**config.mk**
```make
export PLATFORM = sky130hd
export DESIGN_NAME = mc_core_seq
export DESIGN_NICKNAME = d
export VERILOG_FILES = /design/src/rtl/mc_core_seq.sv
export SDC_FILE = /design/constraint.sdc
export NUM_CORES = 1
export LEC_CHECK = 0
export BUFFER_PORTS_ARGS = -buffer_cell sky130_fd_sc_hd__buf_2
export CORE_UTILIZATION = 53
export DETAILED_ROUTE_END_ITERATION = 7
export PLACE_DENSITY = 0.85
export SYNTH_ARGS = -nofsm -noshare
export SYNTH_HDL_FRONTEND = slang
export SYNTH_SLANG_ARGS = --single-unit
export TNS_END_PERCENT = 50
```
**constraint.sdc**
```tcl
create_clock -name clk -period 4 [get_ports clk]
set_clock_uncertainty 0.15 [all_clocks]
set_input_delay 1 -clock clk [delete_from_list [all_inputs] [get_ports clk]]
set_output_delay 1 -clock clk [all_outputs]
set_load 0.1 [all_outputs]
```
**src/rtl/mc_core_seq.sv**
```systemverilog
// Multi-cycle RV32I control sequencer with req/ack memory handshakes, bounded wait and sticky trap.
// Optional SEQ_PERF_CNT_EN adds cycle_cnt / instret_cnt performance counters.
module mc_core_seq #(
   parameter int unsigned WAIT_MAX = 15,
   parameter int unsigned CNT_W    = 4
) (
   input  logic       clk,
   input  logic       rst,
   input  logic [6:0] opcode,
   input  logic [2:0] func3,
   input  logic [6:0] func7,
   input  logic       alu_zero,
   output logic       imem_req,
   input  logic       imem_ack,
   output logic       dmem_req,
   output logic       dmem_we,
   input  logic       dmem_ack,
   output logic       pc_cur_write,
   output logic       pc_next_write,
   output logic [1:0] pc_update_sel,
   output logic       ir_write,
   output logic       regs_write,
   output logic [3:0] alu_op,
   output logic       alu_rhs_sel,
   output logic [1:0] wb_sel,
   output logic       trap,
   output logic [1:0] trap_cause,
   output logic [3:0] watch_stat
`ifdef SEQ_PERF_CNT_EN
   ,
   output logic [31:0] cycle_cnt,
   output logic [31:0] instret_cnt
`endif
);

   typedef enum logic [3:0] {
      StFetch  = 4'd1,
      StDecode = 4'd2,
      StExec   = 4'd3,
      StMem    = 4'd4,
      StWb     = 4'd5,
      StTrap   = 4'd15
   } state_e;

   localparam logic [6:0] OpR      = 7'b0110011;
   localparam logic [6:0] OpImm    = 7'b0010011;
   localparam logic [6:0] OpLoad   = 7'b0000011;
   localparam logic [6:0] OpStore  = 7'b0100011;
   localparam logic [6:0] OpBranch = 7'b1100011;
   localparam logic [6:0] OpLui    = 7'b0110111;
   localparam logic [6:0] OpJal    = 7'b1101111;
   localparam logic [6:0] OpJalr   = 7'b1100111;

   state_e           state_q, state_d;
   logic [CNT_W-1:0] cnt_q, cnt_d;
   logic [1:0]       cause_q, cause_d;

   logic is_r, is_i, is_lw, is_sw, is_br, is_lui, is_jal, is_jalr, legal;
   logic [3:0] alu_dec;
   logic       rhs_dec, taken, timeout;
   logic       unused_func7;

   assign unused_func7 = ^{func7[6], func7[4:0]};

   assign is_r    = (opcode == OpR);
   assign is_i    = (opcode == OpImm);
   assign is_lw   = (opcode == OpLoad)  && (func3 == 3'b010);
   assign is_sw   = (opcode == OpStore) && (func3 == 3'b010);
   assign is_br   = (opcode == OpBranch) && ((func3 == 3'b000) || (func3 == 3'b001));
   assign is_lui  = (opcode == OpLui);
   assign is_jal  = (opcode == OpJal);
   assign is_jalr = (opcode == OpJalr);
   assign legal   = is_r | is_i | is_lw | is_sw | is_br | is_lui | is_jal | is_jalr;

   assign rhs_dec = is_i | is_lw | is_sw | is_jalr;
   assign taken   = (func3 == 3'b000) ? alu_zero : ~alu_zero;
   assign timeout = (WAIT_MAX != 0) && (cnt_q == CNT_W'(WAIT_MAX));

   // Only shifts carry func7[5] as an ALU op bit for immediates (SRAI vs SRLI).
   always_comb begin
      alu_dec = 4'b0000;
      if (is_r) begin
         alu_dec = {func7[5], func3};
      end else if (is_i) begin
         alu_dec = {((func3 == 3'b001) || (func3 == 3'b101)) ? func7[5] : 1'b0, func3};
      end else if (is_br) begin
         alu_dec = 4'b1000;
      end
   end

   always_comb begin
      state_d       = state_q;
      cnt_d         = cnt_q;
      cause_d       = cause_q;
      imem_req      = 1'b0;
      dmem_req      = 1'b0;
      dmem_we       = 1'b0;
      pc_cur_write  = 1'b0;
      pc_next_write = 1'b0;
      pc_update_sel = 2'd0;
      ir_write      = 1'b0;
      regs_write    = 1'b0;
      alu_op        = 4'b0000;
      alu_rhs_sel   = 1'b0;
      wb_sel        = 2'd0;
      unique case (state_q)
         StFetch: begin
            imem_req = 1'b1;
            if (imem_ack) begin
               ir_write      = 1'b1;
               pc_next_write = 1'b1;
               state_d       = StDecode;
            end else if (timeout) begin
               state_d = StTrap;
               cause_d = 2'd1;
            end else begin
               cnt_d = cnt_q + CNT_W'(1);
            end
         end
         StDecode: begin
            if (!legal) begin
               state_d = StTrap;
               cause_d = 2'd2;
            end else if (is_lui) begin
               regs_write   = 1'b1;
               pc_cur_write = 1'b1;
               state_d      = StFetch;
            end else if (is_jal) begin
               regs_write    = 1'b1;
               wb_sel        = 2'd3;
               pc_cur_write  = 1'b1;
               pc_update_sel = 2'd1;
               state_d       = StFetch;
            end else begin
               state_d = StExec;
            end
         end
         StExec: begin
            alu_op      = alu_dec;
            alu_rhs_sel = rhs_dec;
            if (is_br) begin
               pc_cur_write  = 1'b1;
               pc_update_sel = taken ? 2'd1 : 2'd0;
               state_d       = StFetch;
            end else if (is_lw || is_sw) begin
               state_d = StMem;
            end else begin
               state_d = StWb;
            end
         end
         StMem: begin
            dmem_req    = 1'b1;
            dmem_we     = is_sw;
            alu_rhs_sel = rhs_dec;
            if (dmem_ack) begin
               if (is_sw) begin
                  pc_cur_write = 1'b1;
                  state_d      = StFetch;
               end else begin
                  state_d = StWb;
               end
            end else if (timeout) begin
               state_d = StTrap;
               cause_d = 2'd3;
            end else begin
               cnt_d = cnt_q + CNT_W'(1);
            end
         end
         StWb: begin
            regs_write    = 1'b1;
            alu_op        = alu_dec;
            alu_rhs_sel   = rhs_dec;
            pc_cur_write  = 1'b1;
            wb_sel        = is_lw ? 2'd2 : (is_jalr ? 2'd3 : 2'd1);
            pc_update_sel = is_jalr ? 2'd2 : 2'd0;
            state_d       = StFetch;
         end
         StTrap: begin
         end
         default: state_d = StFetch;
      endcase
      if ((state_d != state_q) && ((state_d == StFetch) || (state_d == StMem))) begin
         cnt_d = '0;
      end
      // Reset is asynchronous, so strobes must fall without waiting for the state register.
      if (!rst) begin
         imem_req      = 1'b0;
         dmem_req      = 1'b0;
         dmem_we       = 1'b0;
         pc_cur_write  = 1'b0;
         pc_next_write = 1'b0;
         ir_write      = 1'b0;
         regs_write    = 1'b0;
      end
   end

   always_ff @(posedge clk or negedge rst) begin
      if (!rst) begin
         state_q <= StFetch;
         cnt_q   <= '0;
         cause_q <= 2'd0;
      end else begin
         state_q <= state_d;
         cnt_q   <= cnt_d;
         cause_q <= cause_d;
      end
   end

   assign trap       = (state_q == StTrap);
   assign trap_cause = cause_q;
   assign watch_stat = state_q;

`ifdef SEQ_PERF_CNT_EN
   always_ff @(posedge clk or negedge rst) begin
      if (!rst) begin
         cycle_cnt   <= 32'd0;
         instret_cnt <= 32'd0;
      end else begin
         if (state_q != StTrap) begin
            cycle_cnt <= cycle_cnt + 32'd1;
         end
         if ((state_d == StFetch) && (state_q != StFetch)) begin
            instret_cnt <= instret_cnt + 32'd1;
         end
      end
   end
`endif

endmodule
```
==> results_dict.tcl, run 1 <==
set metrics [dict create \
    h-tree-depth 1 \
    cts_tree "done" \
    setup_viol 0 \
    synthToLayoutAreaGrowth_pct 21.19 \
    crit_arrival_ns 2.60 \
    fmax_ghz 0.2668 \
    cellPowerDensity_nw_per_um2 673.0 \
    grt_max_degree 16 \
    vias_per_cell 6.177 \
    p_leak_uw 0.0007008 \
    run_status "complete, no violations" \
    multi_input_area_sq_um 894.6 \
    critPathSlowestCell "or3b_2" \
    combinationalPowerShare 0.709 \
    post_cts_buffers 0 \
    synth_warnings 0 \
    synthArstFlopShare 1.000 \
    critPathMaxStageDelay_ns 0.47 \
    grt_overflow 0 \
    clock_path_buffers 2 \
    slew_headroom 0.5932 \
    synth_seq_cells 10 \
    synth_area_leaders "dfrtp_1 19%, nor4b_4 5.9%, buf_6 3.8%" \
    num_vias 1223 \
    synth-edff-count 0 \
    fin_util 0.7114 \
    grt_usage 0.2641 \
    power.clock.fraction 0.076 \
    die_w_microns 49.56 \
    postCtsResizedCells 0 \
    path_delay_family "simple AND/OR/NAND/NOR gates" \
    endpoint_kind "primary output" \
    internal_power_uw 397.8 \
    post_drt_wl_per_cell_microns 15.07 \
    drv_cap 0 \
    n_antenna_cell 0 \
    worstPathRequired_ns 2.85 \
    whs_ns 0.3487 \
    insertion_delay_ns 0.27 \
    ios 45 \
    syn_area_sq_um 1199 \
    final.setup.tns_ns 0 \
    ys_types 54 \
    gp_congestion 0.9240 \
    grt_pass1_vias 1098 \
    syn_inst 133 \
    finalCritPeriodShare 0.9371 \
    r2r_slack_ns 1.58 \
    grt_pass1_wl_microns 5009 \
    coreArea_sq_um 2042 \
    routed_wl_microns 2984 \
    drive_gt1_frac 0.4094 \
    ys_top_cells_by_count "11 x nand2_1, 11 x nor2_1, 9 x dfrtp_1" \
    swShare 0.5931 \
    num_rows 16 \
    synth_ff_type "dfrtp_1" \
    hp-class "flip-flop to flip-flop" \
    area.sequential_sq_um 251.5 \
    peakVddDrop_uv 581.2 \
    critPathKind "input port to primary output" \
    dp_slack_ns 0.2628 \
    clock-root-buffer "clkbuf_4" \
    path_cells "buf_2 -> and4bb_2 -> nand3b_1 -> or3b_2 -> a21oi_1 -> buf_12" \
    drv_slew 0 \
    seq_power_share 0.215 \
    crit_path_start_kind "input port" \
    drc 0 \
    initial_core_util 0.5870 \
    worst_pin_slew_ns 0.6102 \
    fin_nets 195 \
    drtPass1Iterations 4 \
    ant_nets 0 \
    clk_pin_slew_ns 0.06 \
    die_h_microns 49.56 \
    final_hold_viol_count 0 \
    dp_hpwl_microns 2318 \
    finalWorstSetupSlack_ns 0.2516 \
    postCtsHoldBufs 0 \
    synth_top_cell_by_area "dfrtp_1" \
    synth-seq-area-share 0.2098 \
    switchingPower_uw 579.8 \
    numClockSinks 10 \
    fillers 184 \
    syn-num-nets 156 \
    min_period_ns 3.748 \
    antenna_found_initial 0 \
    crit_buf_inv 2 \
    critPathMaxFanout 8 \
    postSynthAreaPerCell_sq_um 9.012 \
    drt_iter0_drc 42 \
    synth_top_area_share 0.1879 \
    rsz0062_at_grt "false" \
    numPortBuffers 38 \
    dieArea_sq_um 2456 \
    cts_buffers 3 \
]
==> routing by layer <==
| metal | vias up | share of wire | track usage |
|---|---|---|---|
| li1 | 577 | - | - |
| met1 | 584 | 0.43 | 0.3352 |
| met2 | 58 | 0.49 | 0.4414 |
| met3 | 4 | 0.067 | 0.05864 |
| met4 | 0 | 0.010 | 0.08095 |
| met5 | - | 0 | 0 |
==> logic make-up after synthesis <==
group	after synthesis	synth area share
xor+xnor	5	0.03653
compound gates	32	0.2109
simple gates	73	0.4520
buf+inv	10	0.05950
flops	10	0.2098
fa+ha+maj	1	0.01044
mux	2	0.02087
==> stage by stage <==
step                      instance area (sq um)  cells  total power, uW
after floorplan                            1217    133            810.6
after global placement                     1426    194            875.8
after detailed placement                   1426    194            898.2
after CTS                                  1453    198            976.5
after global routing                       1453    198             1039
final                                      1453    198            977.7
==> power by group through the flow <==
stage	sequential [uW]	clock [uW]	combinational [uW]
2_1_floorplan	293	0	518
3_3_place_gp	207	0	669
3_5_place_dp	210	0	688
4_1_cts	208	77.7	690
5_1_grt	217	83.1	739
6_report	210	74.7	693
==> final cells by class <==
| cell class | instances | area share |
|---|---|---|
| repair buffers | 39 | 0.1568 |
| well taps | 27 | 0.02326 |
| flip-flops and latches | 10 | 0.1731 |
| clock buffers | 4 | 0.01809 |
| multi-input cells | 113 | 0.6158 |
| inverters | 5 | 0.01292 |
==> worst paths after layout <==
kind                                       to     startpoint  cells after the start
worst max-delay path                alu_op[3]      opcode[3]                      6
worst min-delay path            trap_cause[0]  trap_cause[0]                      1
worst max register to register       cnt_q[1]  watch_stat[2]                      7
worst min register to register  trap_cause[0]  trap_cause[0]                      1
max in group asynchronous       watch_stat[0]            rst                      1
min in group asynchronous       watch_stat[3]            rst                      1
==> flip-flops by register name, indices dropped and copies added (netlist names) <==
| name | count |
|---|---|
| watch_stat | 4 |
| cnt_q | 4 |
| trap_cause | 2 |
==> cells in the final DEF, fill, tap and decap left out, types with 3 or more instances in the layout <==
| cell type | instances |
|---|---|
| a21oi_1 | 6 |
| and2_1 | 5 |
| buf_2 | 36 |
| clkbuf_4 | 3 |
| dfrtp_1 | 9 |
| inv_1 | 5 |
| nand2_1 | 11 |
| nand3_1 | 5 |
| nand4_1 | 4 |
| nand4_2 | 3 |
| nor2_1 | 11 |
| nor3_1 | 4 |
| nor4b_4 | 3 |
| o21ai_0 | 5 |
| o21ai_2 | 3 |
| xor2_1 | 4 |
Power figures use the tool's default switching activity.
==> run 2, diff against run 1 <==
==> constraint.sdc (replaced) <==
create_clock -name clk -period 4 [get_ports clk]
set_clock_uncertainty 0.15 [all_clocks]
set_input_delay 1.2 -clock clk [delete_from_list [all_inputs] [get_ports clk]]
set_output_delay 1.2 -clock clk [all_outputs]
set_load 0.1 [all_outputs]
==> results_dict.tcl, run 2 (synthesis gave the netlist of run 1 again) <==
set metrics [dict create \
    ios 45 \
    grt_overflow 0 \
    die_h_microns 49.56 \
    rsz0062_at_grt "true" \
    gp_congestion 0.8376 \
    hp-class "flip-flop to flip-flop" \
    run_status "complete, no violations" \
    path_delay_family "simple AND/OR/NAND/NOR gates" \
    grt_pass1_vias 1337 \
    path_cells "buf_2 -> and4bb_2 -> buf_4 -> nand4_2 -> inv_1 -> nand2_1 -> o211ai_1 -> and4b_1 -> buf_12" \
    worst_pin_slew_ns 0.5702 \
    drc 0 \
    slew_headroom 0.6199 \
    peakVddDrop_uv 521.0 \
    critPathMaxFanout 5 \
    grt_pass1_wl_microns 6272 \
    final_common_cell "buf_2" \
    dieArea_sq_um 2456 \
    initial_core_util 0.5870 \
    clk_pin_slew_ns 0.07 \
    placed_cells 200 \
    numClockSinks 10 \
    setup_viol 0 \
    drtPass1Iterations 4 \
    critPathMaxStageDelay_ns 0.29 \
    drive_gt1_frac 0.4746 \
    min_period_ns 3.967 \
    clock_path_buffers 2 \
    layout_common_cells "26 x buf_2, 12 x buf_12, 11 x nand2_1, 11 x nor2_1, 8 x dfrtp_1" \
    drt_iter0_drc 102 \
    num_vias 1328 \
    crit_arrival_ns 2.62 \
    final_hold_viol_count 0 \
    p_leak_uw 0.0007616 \
    postCtsHoldBufs 0 \
    critPathSlowestCell "and4bb_2" \
    drv_slew 0 \
    fin_nets 201 \
    insertion_delay_ns 0.27 \
    post_drt_wl_per_cell_microns 18.16 \
    numPortBuffers 38 \
    ant_nets 0 \
    endpoint_kind "primary output" \
    routed_wl_microns 3705 \
    coreArea_sq_um 2042 \
    drv_cap 0 \
    worstPathRequired_ns 2.65 \
    num_rows 16 \
    n_antenna_cell 0 \
    synthToLayoutAreaGrowth_pct 41.02 \
    grt_max_degree 15 \
    grt_usage 0.3312 \
    fmax_ghz 0.2521 \
    crit_path_start_kind "input port" \
    crit_buf_inv 4 \
    clock-root-buffer "clkbuf_4" \
    antenna_found_initial 0 \
    die_w_microns 49.56 \
    h-tree-depth 1 \
    cellPowerDensity_nw_per_um2 618.0 \
    finalCritPeriodShare 0.9917 \
    stdcell_count 204 \
    dp_hpwl_microns 2772 \
    p_total_uw 1045 \
    cts_tree "done" \
    vias_per_cell 6.510 \
    r2r_slack_ns 1.58 \
    critPathKind "input port to primary output" \
    cts_buffers 3 \
]
[run 2: worst paths after layout]
check                              start             to  cells after the start
max in group asynchronous            rst  watch_stat[2]                      2
min reg2reg                trap_cause[0]  trap_cause[0]                      1
min                        trap_cause[0]  trap_cause[0]                      1
max                            opcode[3]   pc_cur_write                      9
min in group asynchronous            rst  watch_stat[1]                      1
max reg2reg                watch_stat[1]       cnt_q[0]                      6
[run 2: cell type report]
type | instances | area, sq um
Sequential cell | 10 | 252.7
Tap cell | 27 | 33.78
Multi-Input combinational cell | 113 | 925.9
Clock buffer | 4 | 36.28
Fill cell | 125 | 351.6
Timing Repair Buffer | 45 | 422.9
Inverter | 5 | 18.77
[run 2: worst reg2reg max path: cells and delay by family (launching register included)]
family / cells / cell delay (ns)
compound gates: 1 / 0.11
simple gates: 4 / 1.11
mux: 1 / 0.38
flops: 1 / 0.54
[run 2: metrics by stage]
step | util | setup TNS, ns | setup slack (ns) | hold slack, ns | instance area, sq um
after floorplan | - | -0.9917 | -0.3502 | 0.3947 | 1236
after global placement | 0.8033 | 0 | 0.06958 | 0.3113 | 1640
after detailed placement | 0.8033 | 0 | 0.03602 | 0.3386 | 1640
after CTS | 0.8211 | 0 | 0.03308 | 0.3572 | 1677
after global routing | 0.8278 | -0.03043 | -0.03043 | 0.3628 | 1690
final | 0.8278 | 0 | 0.03321 | 0.3469 | 1690
[run 2: where the power goes]
part / switching, uW / leakage [uW] / internal, uW / total [uW]
registers: 77.9 / 0.000127 / 133 / 211
logic: 494 / 0.000613 / 245 / 738
clock network: 40.0 / 0.0000210 / 55.4 / 95.4
total: 611 / 0.000762 / 433 / 1040
[run 2: layer usage]
metal | track usage | wire, microns | share of wire | vias up
met5 | 0 | 0 | 0 | -
met4 | 0.1143 | 88 | 0.024 | 0
met3 | 0.05556 | 336 | 0.091 | 15
met2 | 0.5405 | 1824 | 0.49 | 91
met1 | 0.4379 | 1455 | 0.39 | 631
li1 | - | - | - | 591
[run 2: repair_timing]
| item | 4_1_cts | 5_1_grt |
|---|---|---|
| resized for setup | 0 | 3 |
| endpoints found under the setup margin | 0 | 4 |
| buffers inserted | 0 | 0 |
